## config.mk

```make
export PLATFORM = sky130hd
export DESIGN_NAME = count_register
export DESIGN_NICKNAME = d
export VERILOG_FILES = /design/src/rtl/count_register.sv
export SDC_FILE = /design/constraint.sdc
export NUM_CORES = 1
export LEC_CHECK = 0
export CAP_MARGIN = 20
export CORE_AREA = 5 5 42 44
export CTS_CLUSTER_SIZE = 40
export DETAILED_ROUTE_END_ITERATION = 8
export DIE_AREA = 0 0 47 49
export DONT_BUFFER_PORTS = 1
export HOLD_SLACK_MARGIN = 0.03
export PLACE_DENSITY = 0.69
export SYNTH_ARGS = -nofsm -noshare
export SYNTH_HDL_FRONTEND = slang
export SYNTH_SLANG_ARGS = --single-unit
```

## constraint.sdc

```tcl
create_clock -name clk -period 2.2 [get_ports clk]
set_clock_uncertainty 0.2 [all_clocks]
set_input_delay 0.22 -clock clk [delete_from_list [all_inputs] [get_ports clk]]
set_output_delay 0.22 -clock clk [all_outputs]
set_load 0.1 [all_outputs]
```

## src/rtl/count_register.sv

```systemverilog
// Bounded up-counter stage wrapped around an external W-bit incrementer.
// Optional build macro COUNT_REGISTER_AUTORELOAD_EN: terminal count reloads to 0 and keeps running.
module count_register #(
  parameter int W = 4
) (
  input  logic         clk,
  input  logic         rst_n,
  input  logic         start,
  input  logic         stop,
  input  logic         en,
  input  logic         load,
  input  logic [W-1:0] load_val,
  input  logic [W-1:0] limit,
  input  logic [W-1:0] inc_s,
  input  logic         inc_cout,
  output logic [W-1:0] inc_a,
  output logic [W-1:0] cnt,
  output logic         busy,
  output logic         done,
  output logic         ovf
);

  typedef enum logic [1:0] {
    IDLE = 2'd0,
    RUN  = 2'd1,
    DONE = 2'd2
  } state_t;

  state_t       state;
  state_t       state_n;
  logic [W-1:0] cnt_n;
  logic         ovf_n;
  logic         done_pulse;

  // The incrementer always sees the live count; all arithmetic happens there.
  assign inc_a = cnt;

  always_comb begin
    state_n    = state;
    cnt_n      = cnt;
    ovf_n      = ovf;
    done_pulse = 1'b0;
    case (state)
      IDLE: begin
        if (stop) begin
          state_n = IDLE;
        end else if (start) begin
          state_n = RUN;
          ovf_n   = 1'b0;
        end else if (load) begin
          cnt_n = load_val;
        end
      end
      RUN: begin
        if (stop) begin
          state_n = IDLE;
        end else if (en) begin
          if (cnt == limit) begin
`ifdef COUNT_REGISTER_AUTORELOAD_EN
            cnt_n      = '0;
            done_pulse = 1'b1;
`else
            state_n = DONE;
`endif
          end else begin
            cnt_n = inc_s;
            if (inc_cout) ovf_n = 1'b1;
          end
        end
      end
      DONE: begin
        if (stop) begin
          state_n = IDLE;
        end else if (start) begin
          state_n = RUN;
          cnt_n   = '0;
          ovf_n   = 1'b0;
        end else if (load) begin
          cnt_n = load_val;
        end
      end
      default: begin
        state_n = IDLE;
      end
    endcase
  end

  // busy/done are registered decodes of the next state so they line up with it.
  always_ff @(posedge clk) begin
    if (!rst_n) begin
      state <= IDLE;
      cnt   <= '0;
      ovf   <= 1'b0;
      busy  <= 1'b0;
      done  <= 1'b0;
    end else begin
      state <= state_n;
      cnt   <= cnt_n;
      ovf   <= ovf_n;
      busy  <= (state_n == RUN);
      done  <= (state_n == DONE) || done_pulse;
    end
  end

endmodule

```

==> out/summary.txt, run 1 <==
FLOW RUN
----------------------------------------------------------------------------------
Count of max-cap constraint violations                                           0

GLOBAL ROUTING
----------------------------------------------------------------------------------
Total track usage                                                            14.6%
Initial antenna violation count                                                  0
Via count of the first global-routing pass                                     609
Pin count of the biggest net entering global routing                            14
Leftover overflow at the end of global routing                                   0
Global-route wire length before repair                                     2500 um

STA
----------------------------------------------------------------------------------
Max-slew violation count                                                         0
Final-layout worst hold slack                                              33.7 ps
Max-slew headroom                                                            62.6%
Final setup violation count                                                      0
Worst slew pin tran                                                         561 ps
Total negative setup slack                                                    0 ps
Setup repair after global routing missed its margin                          false
Final Hold Fails                                                                 0
Crit path time final                                                       1870 ps
Final WS setup                                                              335 ps
Upper clock frequency limit                                                536 MHz
Final critical-path share of the clock period                                84.8%

PWR
----------------------------------------------------------------------------------
Power share of the combinational group                                       32.7%
Switching power of the nets                                                 177 uW
Power density of the placed cells                                      600 mW/mm^2
Power share of the sequential group                                          38.5%
Worst voltage drop across the vdd grid                                    0.331 mV
Leakage dissipation                                                    0.000353 uW
Relative contribution of the clock network to total power                    28.8%
Sw frac                                                                      38.5%
Internal cell power                                                         283 uW

SYNTHESIS
----------------------------------------------------------------------------------
Number of nets in the synthesized netlist                                      103
Register area share after synthesis                                          26.9%
Post-synthesis sequential element count                                          9
Number of synthesis warnings                                                     0
Mapped cell area                                                         671 sq um
Per-instance average area after synthesis                               8.49 sq um
Synthesized instance count                                                      79
Synth unique cells                                                              26

CELLS AND AREA
----------------------------------------------------------------------------------
Share of final-layout standard cells stronger than drive strength 1          19.5%
Net count, final                                                               112
Area of the multi-input gates                                            438 sq um
Area of all sequential standard cells                                    185 sq um
Area overhead of the layout relative to synthesis                            14.4%
Number of antenna repair diodes                                                  0
Fill cell count                                                                138
Finished Cell Area                                                       767 sq um

CLOCKING
----------------------------------------------------------------------------------
Total number of clock tree sinks                                                 9
TritonCTS clock tree                                                           yes
Max H-tree Level                                                                 1
Clock network latency to the later pin of the worst-skew pair               270 ps
Post-CTS setup repair buffer count                                               0
Clock transition at path regs                                                70 ps
CTS Root Cell                                                         sky130_fd_sc_hd__clkbuf_4
Clock Path Buffers                                                               2
Number of CTS-inserted buffers                                                   3

FLOORPLAN
----------------------------------------------------------------------------------
X dimension of the die                                                       47 um
Full die area                                                         0.00230 sq mm
Core Region                                                           0.00140 sq mm
Row count                                                                       14
Effective utilization at floorplan                                           47.9%
I/O pin total                                                                   30
Height of the die                                                            49 um

WORST SETUP PATH
----------------------------------------------------------------------------------
Biggest fanout along the worst timing path                                       7
Crit path DAT                                                              1870 ps
Element type at the critical path end                                    flip-flop
Data required time at the worst endpoint                                   2210 ps
Crit Path Category                                                    flip-flop to flip-flop
Critical Path Source Type                                                flip-flop

PLACED DESIGN
----------------------------------------------------------------------------------
Minimum setup slack after placement                                         342 ps
IO buf count                                                                     0
Last weighted congestion value of the routability-driven placer              0.855
Detailed placement HPWL                                                    1210 um
Instance area after placement                                            711 sq um

DETAILED ROUTING
----------------------------------------------------------------------------------
Post-detailed-routing wire length                                          1530 um
Post-route DRC violation count                                                   0
Routed Antenna Nets                                                              0
Total number of vias                                                           609
Violation count after the first detailed-route iteration                         4
Drt first pass iters                                                             5
Routed length per instance                                                 14.9 um
Average via count per standard cell                                           5.91

OUTCOME
----------------------------------------------------------------------------------
Result of the run                                                        completed

WORST HOLD PATH
----------------------------------------------------------------------------------
Worst min path class                                                  input pin to flip-flop

synthesized netlist by cell type, drive strengths merged:
| cell type | n | share of area, % |
|---|---|---|
| nor2b | 1 | 0.93 |
| o221ai | 1 | 1.3 |
| nand2b | 1 | 0.93 |
| and3 | 5 | 4.7 |
| xnor2 | 4 | 5.2 |
| a21o | 2 | 2.4 |
| nand2 | 8 | 4.5 |
| a211oi | 2 | 2.2 |
| nor3 | 1 | 0.75 |
| o22ai | 1 | 0.93 |
| mux2i | 9 | 13 |
| clkbuf | 2 | 1.1 |
| and4 | 2 | 3.0 |
| o211ai | 1 | 1.1 |
| a211o | 1 | 2.6 |
| dfxtp | 9 | 27 |
| inv | 4 | 2.2 |
| nor2 | 3 | 1.7 |
| o21ai | 6 | 4.5 |
| o21a | 1 | 1.1 |
| nand4 | 1 | 0.93 |
| a21oi | 5 | 3.7 |
| buf | 4 | 4.5 |
| ha | 5 | 9.3 |
stage by stage:
stage / cells / utilization [%] / power (uW)
final: 103 / 54.7 / 460
after global routing: 103 / 54.7 / 482
after CTS: 103 / 54.7 / 461
after detailed placement: 96 / 50.7 / 324
after global placement: 96 / 50.7 / 322
after floorplan: 79 / - / 314
power groups by stage:
stage / Clock (uW) / Sequential [uW] / Combinational (uW)
5_1_grt: 146 / 178 / 158
6_report: 132 / 177 / 151
4_1_cts: 134 / 177 / 151
2_1_floorplan: 0 / 221 / 92.2
3_5_place_dp: 0 / 181 / 143
3_3_place_gp: 0 / 181 / 142
timing repair:
item,in CTS,in global routing
hold buffers,3,0
gates resized for setup,0,0
endpoints found under the setup margin,0,0
endpoints found under the hold margin,9,0
registers in the layout, summed over array words and instances (netlist names):
register / count
ovf: 1
state: 2
cnt: 4
busy: 1
done: 1
layout make-up:
type / instances / area share, %
timing repair buffer: 10 / 10.8
tap: 16 / 2.61
inverter: 4 / 1.96
clock buffer: 4 / 3.43
sequential: 9 / 24.1
multi-input combinational: 60 / 57.1
layout by cell type, fill, tap and decap left out:
cell type and n:
sky130_fd_sc_hd__o221ai_1 1, sky130_fd_sc_hd__nor2b_1 1, sky130_fd_sc_hd__inv_1 4, sky130_fd_sc_hd__a211o_4 1, sky130_fd_sc_hd__a21o_2 1, sky130_fd_sc_hd__nor2_1 3, sky130_fd_sc_hd__clkbuf_1 1, sky130_fd_sc_hd__xnor2_1 4
sky130_fd_sc_hd__mux2i_1 9, sky130_fd_sc_hd__ha_1 5, sky130_fd_sc_hd__nand2_1 8, sky130_fd_sc_hd__o21ai_0 6, sky130_fd_sc_hd__a21o_1 1, sky130_fd_sc_hd__dfxtp_1 5, sky130_fd_sc_hd__dlygate4sd3_1 3, sky130_fd_sc_hd__and4_4 1
sky130_fd_sc_hd__o21a_1 1, sky130_fd_sc_hd__a211oi_1 2, sky130_fd_sc_hd__buf_4 7, sky130_fd_sc_hd__nor3_1 1, sky130_fd_sc_hd__and4_1 1, sky130_fd_sc_hd__and3_1 5, sky130_fd_sc_hd__o211ai_1 1, sky130_fd_sc_hd__dfxtp_2 4
sky130_fd_sc_hd__nand2b_1 1, sky130_fd_sc_hd__a21oi_1 5, sky130_fd_sc_hd__o22ai_1 1, sky130_fd_sc_hd__nand4_1 1, sky130_fd_sc_hd__clkbuf_4 3
worst max-delay path: stages (launching register included):
cell and delay [ps]:
sky130_fd_sc_hd__dfxtp_1 450, sky130_fd_sc_hd__inv_1 120, sky130_fd_sc_hd__ha_1 270, sky130_fd_sc_hd__o21ai_0 160
sky130_fd_sc_hd__a21oi_1 120, sky130_fd_sc_hd__a211oi_1 290, sky130_fd_sc_hd__mux2i_1 200
cell families (layout without fill, tap and decap cells):
logic type	after synthesis	count (layout)	share of synthesized area (%)
fa+ha+maj	5	5	9.33
buf+inv	10	18	7.84
flops	9	9	26.9
mux	9	9	13.4
compound gates	20	20	20.0
simple gates	22	22	17.4
xor+xnor	4	4	5.22
per-layer routing:
layer	wire, um	global-route usage [%]	part of all wire [%]	vias to the layer above
met4	40	8.29	2.6	0
met3	137	4.80	9.0	7
met1	637	16.5	42	285
met5	0	0	0	-
met2	714	23.1	47	24
li1	-	-	-	293
path summary, 6_finish.rpt:
| path | start | end | slack [ps] | depth (start not counted) |
|---|---|---|---|---|
| worst max-delay path | state[0] | ovf | 330 | 6 |
| worst min-delay path | en | state[0] | 30 | 3 |
| worst max register to register | state[0] | ovf | 330 | 6 |
| worst min register to register | cnt[3] | cnt[3] | 290 | 2 |
(Power assumes the default switching activity.)
==> run 2: changes to the inputs <==
==> config.mk (replaced) <==
export PLATFORM = sky130hd
export DESIGN_NAME = count_register
export DESIGN_NICKNAME = d
export VERILOG_FILES = /design/src/rtl/count_register.sv
export SDC_FILE = /design/constraint.sdc
export NUM_CORES = 1
export LEC_CHECK = 0
export ABC_AREA = 1
export CAP_MARGIN = 20
export CORE_AREA = 5 5 45 47
export CTS_CLUSTER_SIZE = 40
export DETAILED_ROUTE_END_ITERATION = 8
export DIE_AREA = 0 0 50 52
export DONT_BUFFER_PORTS = 1
export HOLD_SLACK_MARGIN = 0.03
export PLACE_DENSITY = 0.74
export SYNTH_ARGS = -nofsm -noshare
export SYNTH_HDL_FRONTEND = slang
export SYNTH_SLANG_ARGS = --single-unit
==> constraint.sdc (replaced) <==
create_clock -name clk -period 1.6 [get_ports clk]
set_clock_uncertainty 0.2 [all_clocks]
set_input_delay 0.16 -clock clk [delete_from_list [all_inputs] [get_ports clk]]
set_output_delay 0.16 -clock clk [all_outputs]
set_load 0.1 [all_outputs]
==> out/summary.txt, run 2 <==
OUTCOME
----------------------------------------------------------------------------------
Result of the run                                                        completed

SYNTHESIS
----------------------------------------------------------------------------------
Share of synthesized registers carrying an async set or reset                   0%   unchanged
Number of synthesis warnings                                                     0   unchanged
Synthesized instance count                                                     135   +71%
Adder-cell share of the synthesized area                                     7.63%   -1.7 points
Register area share after synthesis                                          22.0%   -4.9 points
Number of enable flip-flop cells after synthesis                                 0   unchanged
Cell types with the highest counts after synthesis                    45 x sky130_fd_sc_hd__nand2_1, 22 x sky130_fd_sc_hd__inv_1, 10 x sky130_fd_sc_hd__nor2_1, 10 x sky130_fd_sc_hd__nor2_2, 9 x sky130_fd_sc_hd__dfxtp_1
Share of cell area taken by muxes after synthesis                               0%   -13 points
Area fraction of the dominant cell type after synthesis                      22.0%   -4.9 points
Synth unique cells                                                              21   -19%
Primary flip-flop cell chosen by synthesis mapping                    sky130_fd_sc_hd__dfxtp_1
Most area-hungry cell type in the Yosys netlist                       sky130_fd_sc_hd__dfxtp_1
XOR/XNOR Fraction of Synth Area                                                 0%   -5.2 points
Top post-synthesis cells by area                                      sky130_fd_sc_hd__dfxtp_1 22%, sky130_fd_sc_hd__nand2_1 21%, sky130_fd_sc_hd__inv_1 10%, sky130_fd_sc_hd__ha_1 7.6%, sky130_fd_sc_hd__nor2_2 7.6%
Complex-gate fraction of the synthesized area                                5.65%   -14 points
Number of nets in the synthesized netlist                                      159   +54%
Main combinational cell family by area after synthesis                simple AND/OR/NAND/NOR gates
Per-instance average area after synthesis                               6.07 sq um   -28%
Post-synthesis sequential element count                                          9   unchanged
Most numerous cell in the Yosys netlist                               sky130_fd_sc_hd__nand2_1
Share of synthesized cell area in and, or, nand and nor gates                46.4%   +29 points
Mapped cell area                                                         820 sq um   +22%

CELLS AND AREA
----------------------------------------------------------------------------------
Largest registers ranked by flip-flop count                           cnt: 4 flops, state: 2 flops
Area of all sequential standard cells                                    203 sq um   +9.5%
Biggest register                                                               cnt
Area of the multi-input gates                                            589 sq um   +35%
Fill cell count                                                                130   -5.8%
Most common cell after layout, fill and taps aside                    sky130_fd_sc_hd__nand2_1
Area overhead of the layout relative to synthesis                            45.0%
Commonest cells after routing, fill and taps aside                    38 x sky130_fd_sc_hd__nand2_1, 20 x sky130_fd_sc_hd__inv_1, 19 x sky130_fd_sc_hd__buf_4
Net count, final                                                               186   +66%
Largest register FFs                                                             4   unchanged
Number of antenna repair diodes                                                  0   unchanged
Finished Cell Area                                                    0.00119 sq mm   +55%
Share of final-layout standard cells stronger than drive strength 1          45.3%   +26 points

WORST SETUP PATH
----------------------------------------------------------------------------------
Crit path DAT                                                              1550 ps   -320 ps
Element type at the critical path end                                    flip-flop
Worst setup path start                                                    state[0]
Data required time at the worst endpoint                                   1560 ps   -650 ps
Count of cells along the worst register-to-register path                         9   +3
Critical Path Source Type                                                flip-flop
Crit Path Category                                                    flip-flop to flip-flop
Biggest fanout along the worst timing path                                       5   -2
Reg-to-Reg Start                                                          state[0]

FLOORPLAN
----------------------------------------------------------------------------------
Core Region                                                           0.00161 sq mm   +15%
X dimension of the die                                                       50 um   +6.4%
I/O pin total                                                                   30   unchanged
Row count                                                                       15   +1
Effective utilization at floorplan                                           50.8%   +2.9 points
Height of the die                                                            52 um   +6.1%
Full die area                                                         0.00260 sq mm   +13%

CLOCKING
----------------------------------------------------------------------------------
Clock network latency to the later pin of the worst-skew pair               270 ps   about the same
Total number of clock tree sinks                                                 9   unchanged
Clock transition at path regs                                                70 ps   about the same
CTS Root Cell                                                         sky130_fd_sc_hd__clkbuf_4
Number of CTS-inserted buffers                                                   3   unchanged
Max H-tree Level                                                                 1   unchanged
TritonCTS clock tree                                                           yes
Clock Path Buffers                                                               2   unchanged

STA
----------------------------------------------------------------------------------
Max-slew violation count                                                         0   unchanged
Final-layout worst hold slack                                              62.2 ps   +28.5 ps
Final setup violation count                                                      0   unchanged
Setup repair after global routing missed its margin                           true
Final Hold Fails                                                                 0   unchanged
Crit path time final                                                       1590 ps   -277 ps
Upper clock frequency limit                                                630 MHz   +17%
Max-slew headroom                                                            63.9%   +1.3 points
Worst slew pin tran                                                         547 ps   -14.4 ps
Final WS setup                                                             11.7 ps   -323 ps
Total negative setup slack                                                    0 ps   unchanged
Final critical-path share of the clock period                                99.3%   +14 points

FLOW RUN
----------------------------------------------------------------------------------
Count of max-cap constraint violations                                           0   unchanged

DETAILED ROUTING
----------------------------------------------------------------------------------
Violation count after the first detailed-route iteration                        14   +10
Routed Antenna Nets                                                              0   unchanged
Routed length per instance                                                 13.1 um   -12%
Post-route DRC violation count                                                   0   unchanged
Drt first pass iters                                                             4   -1
Total number of vias                                                           909   +49%
Post-detailed-routing wire length                                          2330 um   +53%
Average via count per standard cell                                           5.11   -14%

GLOBAL ROUTING
----------------------------------------------------------------------------------
Initial antenna violation count                                                  0   unchanged
Via count of the first global-routing pass                                     911   +50%
Global-route wire length before repair                                     3710 um   +48%
Leftover overflow at the end of global routing                                   0   unchanged
Total track usage                                                            18.4%   +3.7 points
Pin count of the biggest net entering global routing                             8   -6

PLACED DESIGN
----------------------------------------------------------------------------------
Detailed placement HPWL                                                    1560 um   +30%
Minimum setup slack after placement                                        -115 ps   -456 ps
Instance area after placement                                            951 sq um   +34%
Last weighted congestion value of the routability-driven placer              0.841   -1.6%
IO buf count                                                                     0   unchanged

PWR
----------------------------------------------------------------------------------
Worst voltage drop across the vdd grid                                    0.813 mV   +150%
Power density of the placed cells                                      707 mW/mm^2   +18%
Leakage dissipation                                                    0.000629 uW   +78%

WORST HOLD PATH
----------------------------------------------------------------------------------
Number of instances on the worst hold path                                       4   +1
Worst min path class                                                  input pin to flip-flop
Min-Delay Startpoint                                                            en

-- run 2: cell types whose count changed after synthesis, sizes merged, moves of 3 or more --
| cell | delta |
|---|---|
| clkinv | +4 |
| mux2i | -9 |
| nand3 | +7 |
| and3 | -5 |
| nand2 | +37 |
| inv | +21 |
| nor2 | +18 |
| o21ai | -4 |
| xnor2 | -4 |
| nand4 | +3 |
-- run 2: layout make-up --
cell class	instances	area share, %
Multi-Input combinational cell	92	49.6
Clock buffer	4	2.21
Tap cell	17	1.79
Inverter	29	9.58
Timing Repair Buffer	27	19.8
Sequential cell	9	17.1
-- run 2: worst paths after layout --
kind            end  slack, ps
max             ovf         10
min          cnt[0]         60
max reg2reg     ovf         10
min reg2reg  cnt[0]        360
-- run 2: worst max-delay path, stage by stage (launching register included) --
cell,delay (ps)
sky130_fd_sc_hd__dfxtp_4,380
sky130_fd_sc_hd__inv_4,80
sky130_fd_sc_hd__ha_4,160
sky130_fd_sc_hd__nor2_4,50
sky130_fd_sc_hd__buf_6,110
sky130_fd_sc_hd__buf_4,120
sky130_fd_sc_hd__buf_4,120
sky130_fd_sc_hd__buf_4,120
sky130_fd_sc_hd__nor2_2,110
sky130_fd_sc_hd__nor2_2,40
-- run 2: per-stage QoR --
step	util (%)	cells	power, uW
floorplan	-	135	559
global placement	58.9	163	603
detailed placement	58.9	163	608
CTS	69.3	174	825
global route	73.6	178	889
finish	73.6	178	840
-- run 2: cell families after synthesis --
family,after synthesis
compound gates,8
simple gates,79
flops,9
fa+ha+maj,5
buf+inv,34
-- run 2: repair_timing --
| item | in CTS | in global routing |
|---|---|---|
| pin swaps | 5 | 19 |
| gates resized for setup | 22 | 16 |
| endpoints found under the hold margin | 9 | 2 |
| setup buffers | 3 | 3 |
| hold buffers | 4 | 1 |
| setup endpoints to repair | 8 | 9 |
-- run 2: report_power, final --
group	internal (uW)	switching, uW
clock network	96.4	88.7
logic	115	287
registers	237	16.4
total	448	392
-- run 2: per-layer routing --
metal | part of all wire (%) | GRT usage (%)
met2 | 52 | 33.5
met5 | 0 | 0
met1 | 38 | 18.4
met4 | 3.8 | 9.61
met3 | 6.4 | 5.44
==> run 3: changes to the inputs <==
--- a/config.mk
+++ b/config.mk
@@ -13,7 +13,7 @@
 export DIE_AREA = 0 0 50 52
 export DONT_BUFFER_PORTS = 1
 export HOLD_SLACK_MARGIN = 0.03
-export PLACE_DENSITY = 0.74
+export PLACE_DENSITY = 0.71
 export SYNTH_ARGS = -nofsm -noshare
 export SYNTH_HDL_FRONTEND = slang
 export SYNTH_SLANG_ARGS = --single-unit
==> out/summary.txt, run 3 (synthesis results as in run 2) <==
PLACED DESIGN
----------------------------------------------------------------------------------
Placed Instances                                                               158   -3.1%
IO buf count                                                                     0   unchanged
Detailed placement HPWL                                                    1570 um   about the same
Last weighted congestion value of the routability-driven placer              0.912   +8.4%

FLOORPLAN
----------------------------------------------------------------------------------
Row count                                                                       15   unchanged
Full die area                                                         0.00260 sq mm   unchanged
I/O pin total                                                                   30   unchanged
X dimension of the die                                                       50 um   unchanged
Core Region                                                           0.00161 sq mm   unchanged
Effective utilization at floorplan                                           50.8%   unchanged
Height of the die                                                            52 um   unchanged

CLOCKING
----------------------------------------------------------------------------------
TritonCTS clock tree                                                           yes
CTS Root Cell                                                         sky130_fd_sc_hd__clkbuf_4
Clock network latency to the later pin of the worst-skew pair               260 ps   about the same
Clock Path Buffers                                                               2   unchanged
Max H-tree Level                                                                 1   unchanged
Total number of clock tree sinks                                                 9   unchanged
Number of CTS-inserted buffers                                                   3   unchanged
Clock transition at path regs                                                70 ps   about the same

WORST SETUP PATH
----------------------------------------------------------------------------------
Crit path DAT                                                              1600 ps   +50 ps
Critical Path Source Type                                                flip-flop
Biggest fanout along the worst timing path                                       5   unchanged
R2R Path End                                                                cnt[1]
Crit Path Category                                                    flip-flop to flip-flop
Worst setup path endpoint                                                   cnt[1]
Data required time at the worst endpoint                                   1600 ps   +40 ps
Register-to-register setup slack                                              2 ps   about the same
Element type at the critical path end                                    flip-flop
Worst setup path start                                                    state[1]
Count of cells along the worst register-to-register path                         9   unchanged
Reg-to-Reg Start                                                          state[1]

GLOBAL ROUTING
----------------------------------------------------------------------------------
Pin count of the biggest net entering global routing                             8   unchanged
Met2 usage in global routing                                                 32.4%   -1.0 points
Initial antenna violation count                                                  0   unchanged
Global-route wire length before repair                                     3350 um   -9.7%
Global-route met1 utilization                                                14.8%   -3.6 points
Leftover overflow at the end of global routing                                   0   unchanged
Met3 Usage GRT                                                               4.58%   -0.86 points
Via count of the first global-routing pass                                     843   -7.5%
Total track usage                                                            16.4%   -1.9 points
Global route hottest layer                                                    met2

DETAILED ROUTING
----------------------------------------------------------------------------------
Average via count per standard cell                                           5.18   +1.4%
Drt first pass iters                                                             4   unchanged
Total number of vias                                                           854   -6.1%
Violation count after the first detailed-route iteration                        17   +3
Routed length per instance                                                 13.1 um   -0.30%
Routed Antenna Nets                                                              0   unchanged
Post-detailed-routing wire length                                          2160 um   -7.6%
Post-route DRC violation count                                                   0   unchanged

CELLS AND AREA
----------------------------------------------------------------------------------
Fin util                                                                     69.1%   -4.5 points
Most common cell after layout, fill and taps aside                    sky130_fd_sc_hd__nand2_1
Fill cell count                                                                140   +7.7%
Largest register FFs                                                             4   unchanged
Cell Count, Final, Fillers Out                                                 165   -7.3%
Share of final-layout standard cells stronger than drive strength 1          43.9%   -1.4 points
Biggest register                                                               cnt
Area overhead of the layout relative to synthesis                            36.2%
Largest registers ranked by flip-flop count                           cnt: 4 flops, state: 2 flops
Number of antenna repair diodes                                                  0   unchanged
Net count, final                                                               173   -7.0%
Commonest cells after routing, fill and taps aside                    37 x sky130_fd_sc_hd__nand2_1, 20 x sky130_fd_sc_hd__inv_1, 10 x sky130_fd_sc_hd__nor2_1

WORST HOLD PATH
----------------------------------------------------------------------------------
Number of instances on the worst hold path                                       2   -2
Worst min path class                                                  input pin to flip-flop

OUTCOME
----------------------------------------------------------------------------------
Result of the run                                                     finished with violations
Failing checks                                                        negative hold slack

STA
----------------------------------------------------------------------------------
Final Hold Fails                                                                 9   +9
Upper clock frequency limit                                                626 MHz   -0.61%
Setup repair after global routing missed its margin                           true
Final critical-path share of the clock period                                99.9%   +0.61 points
Max-slew headroom                                                            64.0%   +0.11 points
Final-layout worst hold slack                                              -187 ps   -249 ps
Max-slew violation count                                                         0   unchanged
Final setup violation count                                                      0   unchanged
Worst slew pin tran                                                         545 ps   -1.70 ps
Crit path time final                                                       1600 ps   +9.80 ps

PWR
----------------------------------------------------------------------------------
Sw frac                                                                      46.4%   -0.29 points
Power share of the sequential group                                          30.6%   +0.5 points
Leakage dissipation                                                    0.000576 uW   -8.5%
Total power after layout                                                    838 uW   -0.23%
Internal cell power                                                         449 uW   +0.32%
Relative contribution of the clock network to total power                    21.8%   -0.2 points
Power density of the placed cells                                      751 mW/mm^2   +6.3%
Worst voltage drop across the vdd grid                                    0.576 mV   -29%
Power share of the combinational group                                       47.7%   about the same
Switching power of the nets                                                 388 uW   -0.86%

FLOW RUN
----------------------------------------------------------------------------------
Count of max-cap constraint violations                                           0   unchanged

[run 3: per-stage QoR]
step | setup TNS (ps) | hold slack (ps) | setup WS (ps) | area [sq um]
after floorplan | 0 | 85.5 | 8.42 | 838
after detailed placement | -567 | 91.8 | -119 | 938
final | 0 | -187 | 1.89 | 1120
after global placement | -287 | 92.2 | -66.2 | 938
after global routing | -305 | -197 | -91.0 | 1120
after CTS | -20.1 | -191 | -20.1 | 1050
[run 3: how the worst min path moves through the flow]
stage / start / endpoint / slack (ps)
2_1_floorplan: rst_n / cnt[0] / 90
3_3_place_gp: rst_n / cnt[1] / 90
3_5_place_dp: rst_n / cnt[3] / 90
4_1_cts: rst_n / cnt[1] / -190
5_1_grt: rst_n / cnt[3] / -200
6_report: rst_n / state[0] / -190
[run 3: power by group through the flow]
stage               Combinational, uW  Clock, uW  Sequential [uW]
floorplan                         205          0              354
global placement                  351          0              261
detailed placement                355          0              262
CTS                               375        188              256
global route                      423        205              259
finish                            399        182              256
[run 3: critical path: stages, from the launching register on]
cell	delay, ps
sky130_fd_sc_hd__dfxtp_2	330
sky130_fd_sc_hd__buf_6	130
sky130_fd_sc_hd__ha_4	160
sky130_fd_sc_hd__nor2_4	150
sky130_fd_sc_hd__nor2_4	50
sky130_fd_sc_hd__nor2_4	160
sky130_fd_sc_hd__nand3_4	140
sky130_fd_sc_hd__nand2_2	100
sky130_fd_sc_hd__clkinv_2	50
sky130_fd_sc_hd__nor2_2	60
[run 3: area by class of cell]
| cell class | instances | area, sq um | share of cell area, % |
|---|---|---|---|
| Tap cell | 17 | 21.3 | 1.91 |
| Clock buffer | 4 | 26.3 | 2.35 |
| Timing Repair Buffer | 14 | 150 | 13.5 |
| Sequential cell | 9 | 200 | 17.9 |
| Inverter | 29 | 116 | 10.4 |
| Multi-Input combinational cell | 92 | 602 | 53.9 |
[run 3: timing repair]
item	CTS	global route
endpoints found under the hold margin	9	9
gates resized for setup	21	18
setup buffers	2	1
endpoints found under the setup margin	8	8
pin swaps	5	12
[run 3: per-layer routing]
metal	up-vias	part of all wire [%]
met2	33	57
met3	4	4.5
met4	0	1.7
li1	426	-
met1	391	36
met5	-	0
